`src/rtl/stack_vm_sequencer.sv`:
```
// stack_vm_sequencer: executes the code generator's stack-machine instruction
// stream. It keeps an operand stack, a local-variable file, a single-cycle ALU
// and an iterative signed divider, and returns the RET value over a
// valid/ready handshake.
//
// Ports:
//   clk, rst          clock, synchronous active-high reset
//   in_valid/in_ready instruction handshake; in_op opcode, in_arg immediate/slot
//   res_valid/res_ready/res_data  RET value handshake
//   sp                current stack occupancy (0..STACK_DEPTH)
//   err, err_code     sticky error flag and cause (1 ovf, 2 unf, 3 illegal)
module stack_vm_sequencer #(
  parameter int WIDTH       = 32,
  parameter int STACK_DEPTH = 16,
  parameter int NUM_LVARS   = 8
) (
  input  logic                         clk,
  input  logic                         rst,
  input  logic                         in_valid,
  output logic                         in_ready,
  input  logic [3:0]                   in_op,
  input  logic [WIDTH-1:0]             in_arg,
  output logic                         res_valid,
  input  logic                         res_ready,
  output logic [WIDTH-1:0]             res_data,
  output logic [$clog2(STACK_DEPTH):0] sp,
  output logic                         err,
  output logic [1:0]                   err_code
);
  localparam int AW  = $clog2(STACK_DEPTH);
  localparam int SPW = AW + 1;
  localparam int LW  = (NUM_LVARS > 1) ? $clog2(NUM_LVARS) : 1;
  localparam int CW  = $clog2(WIDTH) + 1;

  localparam logic [3:0] OP_PUSH = 4'd0,  OP_LOAD = 4'd1, OP_STORE = 4'd2,
                         OP_ADD  = 4'd3,  OP_SUB  = 4'd4, OP_MUL   = 4'd5,
                         OP_DIV  = 4'd6,  OP_EQ   = 4'd7, OP_NE    = 4'd8,
                         OP_GT   = 4'd9,  OP_GE   = 4'd10, OP_POP  = 4'd11,
                         OP_RET  = 4'd12;
  localparam logic [1:0] E_OVF = 2'd1, E_UNF = 2'd2, E_ILL = 2'd3;

  typedef enum logic [1:0] {S_RUN, S_DIVIDE, S_RESULT, S_ERROR} state_e;

  state_e            state_q, state_d;
  logic [SPW-1:0]    sp_q, sp_d;
  logic [WIDTH-1:0]  stack_q [STACK_DEPTH];
  logic [WIDTH-1:0]  stack_d [STACK_DEPTH];
  logic [WIDTH-1:0]  lvar_q  [NUM_LVARS];
  logic [WIDTH-1:0]  lvar_d  [NUM_LVARS];
  logic [WIDTH-1:0]  res_data_q, res_data_d;
  logic              err_q, err_d;
  logic [1:0]        err_code_q, err_code_d;
  // divider: rem = partial remainder, quo shifts dividend out / quotient in
  logic [WIDTH-1:0]  div_rem_q, div_rem_d, div_quo_q, div_quo_d, div_den_q, div_den_d;
  logic              div_neg_q, div_neg_d;
  logic [CW-1:0]     div_cnt_q, div_cnt_d;

  logic [AW-1:0]     t_idx, n_idx;
  logic [WIDTH-1:0]  t_val, n_val, alu_res, rem_nx, quo_nx;
  logic [WIDTH:0]    rem_sh;
  logic              q_bit, slot_bad, op_bad, op_push, op_slot, accept;
  logic [LW-1:0]     slot;
  logic [1:0]        need;

  assign t_idx    = AW'(sp_q - SPW'(1));
  assign n_idx    = AW'(sp_q - SPW'(2));
  assign t_val    = stack_q[t_idx];
  assign n_val    = stack_q[n_idx];
  assign slot     = in_arg[LW-1:0];
  // the whole argument is range-checked, not just the index bits
  assign slot_bad = (in_arg >= WIDTH'(NUM_LVARS));

  assign in_ready  = (state_q == S_RUN) && !rst;
  assign accept    = in_valid && in_ready;
  assign res_valid = (state_q == S_RESULT);
  assign res_data  = res_data_q;
  assign sp        = sp_q;
  assign err       = err_q;
  assign err_code  = err_code_q;

  // Operand requirements per opcode
  always_comb begin
    op_bad  = 1'b0;
    op_push = 1'b0;
    op_slot = 1'b0;
    need    = 2'd2;
    case (in_op)
      OP_PUSH:  begin need = 2'd0; op_push = 1'b1; end
      OP_LOAD:  begin need = 2'd0; op_push = 1'b1; op_slot = 1'b1; end
      OP_STORE: begin need = 2'd1; op_slot = 1'b1; end
      OP_POP, OP_RET: need = 2'd1;
      OP_ADD, OP_SUB, OP_MUL, OP_DIV, OP_EQ, OP_NE, OP_GT, OP_GE: need = 2'd2;
      default:  op_bad = 1'b1;
    endcase
  end

  always_comb begin
    alu_res = '0;
    case (in_op)
      OP_ADD:  alu_res = n_val + t_val;
      OP_SUB:  alu_res = n_val - t_val;
      OP_MUL:  alu_res = n_val * t_val;
      OP_EQ:   alu_res = WIDTH'(n_val == t_val);
      OP_NE:   alu_res = WIDTH'(n_val != t_val);
      OP_GT:   alu_res = WIDTH'($signed(n_val) >  $signed(t_val));
      OP_GE:   alu_res = WIDTH'($signed(n_val) >= $signed(t_val));
      default: alu_res = '0;
    endcase
  end

  // One restoring step on unsigned magnitudes; rem < den so rem_nx fits WIDTH
  always_comb begin
    rem_sh = {div_rem_q, div_quo_q[WIDTH-1]};
    q_bit  = (rem_sh >= {1'b0, div_den_q});
    rem_nx = q_bit ? WIDTH'(rem_sh - {1'b0, div_den_q}) : rem_sh[WIDTH-1:0];
    quo_nx = {div_quo_q[WIDTH-2:0], q_bit};
  end

  always_comb begin
    state_d    = state_q;
    sp_d       = sp_q;
    stack_d    = stack_q;
    lvar_d     = lvar_q;
    res_data_d = res_data_q;
    err_d      = err_q;
    err_code_d = err_code_q;
    div_rem_d  = div_rem_q;
    div_quo_d  = div_quo_q;
    div_den_d  = div_den_q;
    div_neg_d  = div_neg_q;
    div_cnt_d  = div_cnt_q;
    case (state_q)
      S_RUN: if (accept) begin
        // error priority: opcode, underflow, overflow, slot / zero divisor
        if (op_bad) begin
          state_d = S_ERROR; err_d = 1'b1; err_code_d = E_ILL;
        end else if (sp_q < SPW'(need)) begin
          state_d = S_ERROR; err_d = 1'b1; err_code_d = E_UNF;
        end else if (op_push && sp_q == SPW'(STACK_DEPTH)) begin
          state_d = S_ERROR; err_d = 1'b1; err_code_d = E_OVF;
        end else if ((op_slot && slot_bad) || (in_op == OP_DIV && t_val == '0)) begin
          state_d = S_ERROR; err_d = 1'b1; err_code_d = E_ILL;
        end else begin
          case (in_op)
            OP_PUSH: begin stack_d[sp_q[AW-1:0]] = in_arg;       sp_d = sp_q + SPW'(1); end
            OP_LOAD: begin stack_d[sp_q[AW-1:0]] = lvar_q[slot]; sp_d = sp_q + SPW'(1); end
            OP_STORE: lvar_d[slot] = t_val;
            OP_POP:   sp_d = sp_q - SPW'(1);
            OP_RET: begin
              res_data_d = t_val;
              sp_d       = '0;
              state_d    = S_RESULT;
            end
            OP_DIV: begin
              div_rem_d = '0;
              div_quo_d = n_val[WIDTH-1] ? -n_val : n_val;
              div_den_d = t_val[WIDTH-1] ? -t_val : t_val;
              div_neg_d = n_val[WIDTH-1] ^ t_val[WIDTH-1];
              div_cnt_d = '0;
              state_d   = S_DIVIDE;
            end
            default: begin stack_d[n_idx] = alu_res; sp_d = sp_q - SPW'(1); end
          endcase
        end
      end
      S_DIVIDE: begin
        div_rem_d = rem_nx;
        div_quo_d = quo_nx;
        div_cnt_d = div_cnt_q + CW'(1);
        // last step writes back directly so the quotient lands on the WIDTH-th edge
        if (div_cnt_q == CW'(WIDTH - 1)) begin
          stack_d[n_idx] = div_neg_q ? -quo_nx : quo_nx;
          sp_d           = sp_q - SPW'(1);
          state_d        = S_RUN;
        end
      end
      S_RESULT: if (res_ready) state_d = S_RUN;
      default: ;
    endcase
  end

  // stack contents are pure datapath; sp alone defines validity
  always_ff @(posedge clk) stack_q <= stack_d;

  always_ff @(posedge clk) begin
    if (rst) begin
      state_q    <= S_RUN;
      sp_q       <= '0;
      res_data_q <= '0;
      err_q      <= 1'b0;
      err_code_q <= '0;
      div_rem_q  <= '0;
      div_quo_q  <= '0;
      div_den_q  <= '0;
      div_neg_q  <= 1'b0;
      div_cnt_q  <= '0;
      for (int i = 0; i < NUM_LVARS; i++) lvar_q[i] <= '0;
    end else begin
      state_q    <= state_d;
      sp_q       <= sp_d;
      res_data_q <= res_data_d;
      err_q      <= err_d;
      err_code_q <= err_code_d;
      div_rem_q  <= div_rem_d;
      div_quo_q  <= div_quo_d;
      div_den_q  <= div_den_d;
      div_neg_q  <= div_neg_d;
      div_cnt_q  <= div_cnt_d;
      lvar_q     <= lvar_d;
    end
  end
endmodule

```
`config.mk`:
```
export PLATFORM = sky130hd
export DESIGN_NAME = stack_vm_sequencer
export DESIGN_NICKNAME = d
export VERILOG_FILES = /design/src/rtl/stack_vm_sequencer.sv
export SDC_FILE = /design/constraint.sdc
export NUM_CORES = 2
export LEC_CHECK = 0
export CAP_MARGIN = 20
export CORE_MARGIN = 5
export CORE_UTILIZATION = 34
export CTS_CLUSTER_SIZE = 8
export DETAILED_ROUTE_END_ITERATION = 10
export PLACE_DENSITY = 0.45
export SYNTH_ARGS = -nofsm -noshare
export SYNTH_HDL_FRONTEND = slang
export SYNTH_SLANG_ARGS = --single-unit
```
`constraint.sdc`:
```
create_clock -name clk -period 22.7 [get_ports clk]
set_input_delay 2.27 -clock clk [delete_from_list [all_inputs] [get_ports clk]]
set_output_delay 2.27 -clock clk [all_outputs]
set_load 0.02 [all_outputs]
```
==> Word level (Yosys, flattened, before mapping) <==
Index checks and enable logic that the tools add are counted.
{ "word_totals": {"ff_bits": 913, "word_cells": 206, "output_inout_bits": 42, "inputBits": 40} }
{ "op_classes": {"n_bitwise": 8, "n_mux": 82, "n_mul": 1, "add_sub_neg": 10, "reduce_logical": 29, "n_eq_ne": 30, "magnitude_cmp": 12} }
{ "op_table": {"columns": ["operator", "n"], "rows": [
  ["$mux 512", 6],
  ["$bwmux 512", 4],
  ["$pmux 512 s3", 1],
  ["$pmux 512 s2", 1],
  ["$mux 32", 25],
  ["$bmux 32 s4", 2],
  ["$bwmux 256", 1],
  ["$demux 32 s4", 2],
  ["$pmux 32 s7", 1],
  ["$pmux 32 s2", 2],
  ["$bmux 32 s3", 1],
  ["$demux 32 s3", 1],
  ["$neg 32->32", 3],
  ["$sub 32x32->32", 2],
  ["$mux 6", 6],
  ["$ge 33x32->1", 1],
  ["$add 32x32->32", 1],
  ["$eq 32x32->1", 1],
  ["$ge 32x32->1", 1],
  ["$ge 32x4->1 const B", 1],
  ["$gt 32x32->1", 1],
  ["$logic_not 32->1", 1],
  ["$mul 32x32->32", 1],
  ["$ne 32x32->1", 1],
  ["other kinds (48)", 105]
]} }

==> Logic depth before layout (Yosys ltp) <==
{ "depth": {"ltp_word": 15, "mapped_depth": 46, "depth_no_buf": 35} }

==> Worst setup path before layout <==
Ideal clock, no wire load.
{ "synth_path": {"kind": "register -> register", "from": "register sp_q[1] (netlist: sp[1])", "to": "register stack_q[189] in the netlist's numbering (data pin)", "period_less_slack_ns": 11.354, "slack_ns": 11.346, "setup_ns": 0.278, "stages_incl_launch_ff": 43, "path_buffers": 12, "required_time_ns": 22.422, "arrival_ns": 11.076, "cell_sequence": "dfxtp_1 > buf_2 > buf_6 > buf_2 > clkbuf_1 > buf_2 > inv_1 > ha_1 > buf_2 > buf_6 > buf_6 > buf_2 > mux4_2 > mux4_2 > clkbuf_1 > clkbuf_1 > ha_1 > inv_1 > (+7 left out) > fa_1 > fa_1 > fa_1 > fa_1 > ha_1 > a21o_1 > a21o_1 > a21oi_1 > nor2_1 > o31ai_1 > nand2b_1 > o41ai_1 > xor2_1 > o21ai_0 > a21o_1 > a21oi_1 > clkbuf_1 > o221ai_1"} }
{ "synth_lines": {"columns": ["item", "line", "rtl"], "rows": [
  ["start, declared", "45", "logic [SPW-1:0] sp_q, sp_d;"],
  ["start signal, assigned", "200", "sp_q <= sp_d;"],
  ["end signal, assigned", "183", "always_ff @(posedge clk) stack_q <= stack_d;"],
  ["end, declared", "46", "logic [WIDTH-1:0] stack_q [STACK_DEPTH];"]
]} }

==> impl_metrics.prom <==
# TYPE chip_impl_metric gauge
chip_impl_metric{name="maxCapViolations",unit=""} 0
chip_impl_metric{name="grt_remaining_overflow",unit=""} 0
chip_impl_metric{name="cts_resized",unit=""} 0
chip_impl_metric{name="clockBufferDepth",unit=""} 3
chip_impl_metric{name="mappedNetlistNets",unit=""} 8761
chip_impl_metric{name="synth_area",unit="um^2"} 75120
chip_impl_metric{name="die-area",unit="um^2"} 230400
chip_impl_metric{name="timing.final.hold_violations",unit=""} 0
chip_impl_info{name="crit_slowest_cell",value="ha_4"} 1
chip_impl_metric{name="numClockSinks",unit=""} 913
chip_impl_metric{name="min_period_over_period",unit=""} 0.6077
chip_impl_metric{name="area_growth_syn_to_layout",unit="%"} 10.76
chip_impl_info{name="synth.area.top_cells",value="edfxtp_1 20%, fa_1 11%, dfxtp_1 11%"} 1
chip_impl_metric{name="period_needed",unit="ns"} 13.79
chip_impl_metric{name="htree_levels",unit=""} 4
chip_impl_metric{name="largest_stage_delay_on_the_critical_path",unit="ns"} 0.88
chip_impl_info{name="startpoint_of_the_lowest_slack_hold_path",value="err$_SDFFE_PP0P_"} 1
chip_impl_info{name="min_path_type",value="register to register"} 1
chip_impl_info{name="ys_dominant_reg_cell",value="edfxtp_1"} 1
chip_impl_metric{name="die_w",unit="um"} 480.0
chip_impl_info{name="cts-root-buf",value="clkbuf_16"} 1
chip_impl_metric{name="grt_antenna_before_repair",unit=""} 19
chip_impl_metric{name="synth_top_cell_area_share",unit=""} 0.2047
chip_impl_metric{name="cts_hold_buffers",unit=""} 0
chip_impl_info{name="unrepaired_setup_endpoints_after_global_routing",value="no"} 1
chip_impl_metric{name="wl_per_cell",unit="um"} 35.16
chip_impl_metric{name="route.detailed.drc",unit=""} 0
chip_impl_metric{name="syn_inst",unit=""} 8076
chip_impl_metric{name="remaining_antenna_violation_count_after_routing",unit=""} 0
chip_impl_metric{name="synth_enable_flop_cells",unit=""} 512
chip_impl_metric{name="regToRegSetupSlack",unit="ns"} 8.91
chip_impl_info{name="cell_with_the_most_instances_after_synthesis",value="nand2_1"} 1
chip_impl_metric{name="crit_required",unit="ns"} 23.19
chip_impl_info{name="timing.critical_path.from_type",value="register"} 1
chip_impl_metric{name="grt_max_degree",unit=""} 181
chip_impl_metric{name="synth-warning-count",unit=""} 0
chip_impl_metric{name="top_level_pins",unit=""} 82
chip_impl_metric{name="worstPathArrival",unit="ns"} 14.28
chip_impl_metric{name="rows",unit=""} 172
chip_impl_metric{name="clk_pin_slew",unit="ns"} 0.06
chip_impl_info{name="outcome",value="finished, final reports clean"} 1
chip_impl_metric{name="clkLatencyLatePin",unit="ns"} 0.81
chip_impl_metric{name="asyncSetResetFlopFracSynth",unit=""} 0
chip_impl_metric{name="max_slew.worst_pin.slew",unit="ns"} 1.454
chip_impl_metric{name="detail_route.wirelength",unit="mm"} 379.2
chip_impl_info{name="hold_end",value="err$_SDFFE_PP0P_"} 1
chip_impl_metric{name="track_usage",unit=""} 0.3187
chip_impl_metric{name="drive_above_1_share",unit=""} 0.1229
chip_impl_metric{name="first_pass_grt_wire_length",unit="mm"} 529.1
chip_impl_info{name="reg2reg_to",value="stack_q[351]$_DFFE_PP_"} 1
chip_impl_metric{name="ys_types",unit=""} 92
chip_impl_metric{name="ys_seq_area_frac",unit=""} 0.3115
chip_impl_info{name="cts_tree",value="done"} 1
chip_impl_metric{name="maxClockFrequency",unit="MHz"} 72.49
chip_impl_info{name="cp-end-kind",value="register"} 1
chip_impl_metric{name="cp_max_fo",unit=""} 45
chip_impl_info{name="critPathMostFrequentCell",value="fa_1"} 1
chip_impl_metric{name="vias_per_cell",unit=""} 6.518
chip_impl_metric{name="drv_slew",unit=""} 0
chip_impl_info{name="synthTopCellsByCount",value="1006 x nand2_1, 776 x nor2_1, 583 x clkbuf_1, 541 x inv_1, 512 x edfxtp_1"} 1
chip_impl_metric{name="dieHeight",unit="um"} 480.0
chip_impl_metric{name="clock_skew",unit="ns"} 0.07276
chip_impl_metric{name="yosys_register_bits",unit=""} 913
chip_impl_info{name="reg2reg_from",value="sp[0]$_SDFFE_PP0P_"} 1
chip_impl_metric{name="min_delay_path_depth",unit=""} 2
chip_impl_metric{name="timing.reg2reg.worst_path_depth",unit=""} 33
chip_impl_info{name="yosysTopAreaCell",value="edfxtp_1"} 1
chip_impl_metric{name="post_cts.repair.setup_buffers",unit=""} 0
chip_impl_metric{name="postSynthAreaPerCell",unit="um^2"} 9.301
chip_impl_metric{name="placement.io_buffers",unit=""} 81
chip_impl_metric{name="setup_viol",unit=""} 0
chip_impl_metric{name="layout.nets",unit=""} 8466
chip_impl_metric{name="start_util",unit=""} 0.3419
chip_impl_metric{name="floorplan.core_area",unit="um^2"} 219700
chip_impl_metric{name="place_hpwl",unit="mm"} 235.4
chip_impl_metric{name="detail_route.first_pass.iterations",unit=""} 6
chip_impl_metric{name="fin_tns_setup",unit="ns"} 0
chip_impl_metric{name="route.vias.total",unit=""} 70315
chip_impl_metric{name="first_global_vias",unit=""} 67334
chip_impl_metric{name="first_iter_violations",unit=""} 9794
chip_impl_metric{name="worst_slew_margin_rel",unit=""} 0.03083
chip_impl_metric{name="cts_inserted_buffers",unit=""} 134
chip_impl_metric{name="finalWeightedCongestion",unit=""} 0.9474
chip_impl_info{name="criticalPathCategory",value="register to register"} 1
==> critical path, delay by kind of cell, from the launching register on <==
kind,cells,cell delay (ns)
adder cells (fa/ha/maj),10,5.16
AO/OA/AOI/OAI,8,2.99
buffers and inverters,7,2.77
flip-flops,1,0.85
multiplexers,3,0.72
AND/OR/NAND/NOR,4,0.65
XOR/XNOR,1,0.26
==> flip-flops by register name, summed over array words and instances (netlist names) <==
register	flops
div_cnt_q	6
div_den_q	32
div_neg_q	1
div_quo_q	32
div_rem_q	32
err	1
err_code	2
lvar_q	256
res_data	32
sp	5
stack_q	512
state_q	2
==> layout make-up <==
type,instances,area [um^2]
flip-flops and latches,913,23410
inverters,564,2117
clock buffers,163,3515
diodes,7,17.52
fillers,22000,136500
multi-input cells,5814,47310
clock inverters,14,225.2
well taps,2958,3701
repair buffers,354,2909
==> per-layer routing <==
metal  vias to the layer above  routed length, um  track usage
li1                      28820                  -            -
met1                     35625             147700       0.4146
met2                      4800             166400       0.4915
met3                      1062              43090      0.08652
met4                         8              21980       0.1535
met5                         -                 56            0
==> worst max-delay path by stage <==
stage | start | endpoint | slack (ns) | cells after the start
after global placement | sp[0]$_SDFFE_PP0P_ | stack_q[511]$_DFFE_PP_ | 9.06 | 33
after global routing | sp[0]$_SDFFE_PP0P_ | stack_q[511]$_DFFE_PP_ | 8.50 | 32
after CTS | sp[0]$_SDFFE_PP0P_ | stack_q[95]$_DFFE_PP_ | 9.04 | 33
final | sp[0]$_SDFFE_PP0P_ | stack_q[351]$_DFFE_PP_ | 8.91 | 33
after detailed placement | sp[0]$_SDFFE_PP0P_ | stack_q[511]$_DFFE_PP_ | 9.03 | 33
after floorplan | sp[1]$_SDFFE_PP0P_ | stack_q[189]$_DFFE_PP_ | 11.35 | 42
==> metrics by stage <==
step           setup WS (ns)  instances  area (um^2)    util  hold WS [ns]
2_1_floorplan          11.35       8076        75120       -        0.4319
3_3_place_gp           9.063      10599        79400  0.3613        0.4344
3_5_place_dp           9.030      10601        79420  0.3615        0.4440
4_1_cts                9.035      10778        83160  0.3785        0.4505
5_1_grt                8.498      10782        83190  0.3786        0.4654
6_report               8.906      10787        83200  0.3787        0.4472
==> cell usage in the layout, fill, tap and decap left out, types with 52 or more instances in the layout <==
cell type,instances
nand3_1,77
and2_1,65
a21oi_1,394
o211ai_1,439
nand3b_1,137
o221ai_1,442
inv_1,540
edfxtp_1,512
a211oi_1,82
clkdlybuf4s50_1,80
xnor2_1,130
fa_1,411
buf_4,267
mux4_2,286
ha_1,231
a22oi_1,85
a31oi_1,52
nor2_1,768
xor2_1,64
mux2i_1,62
o21ai_0,364
nand2_1,1003
clkbuf_16,136
dfxtp_1,399
==> logic make-up (layout without fill, tap and decap cells) <==
| kind of cell | after synthesis | count (layout) | share of synthesized area |
|---|---|---|---|
| and+or+nand+nor | 2336 | 2336 | 0.1363 |
| muxes | 387 | 387 | 0.1004 |
| buffers and inverters | 1349 | 1095 | 0.07199 |
| adders and majority gates | 645 | 645 | 0.1485 |
| DFF | 913 | 913 | 0.3115 |
| xor gates and xnor gates | 204 | 204 | 0.02407 |
| AOI/OAI and AO/OA | 2242 | 2242 | 0.2073 |
| other | 0 | 7 | 0 |
Power is left out: the tool's default activity adds up to more than one toggle a clock period on the data nets, which glitch-free logic cannot reach.
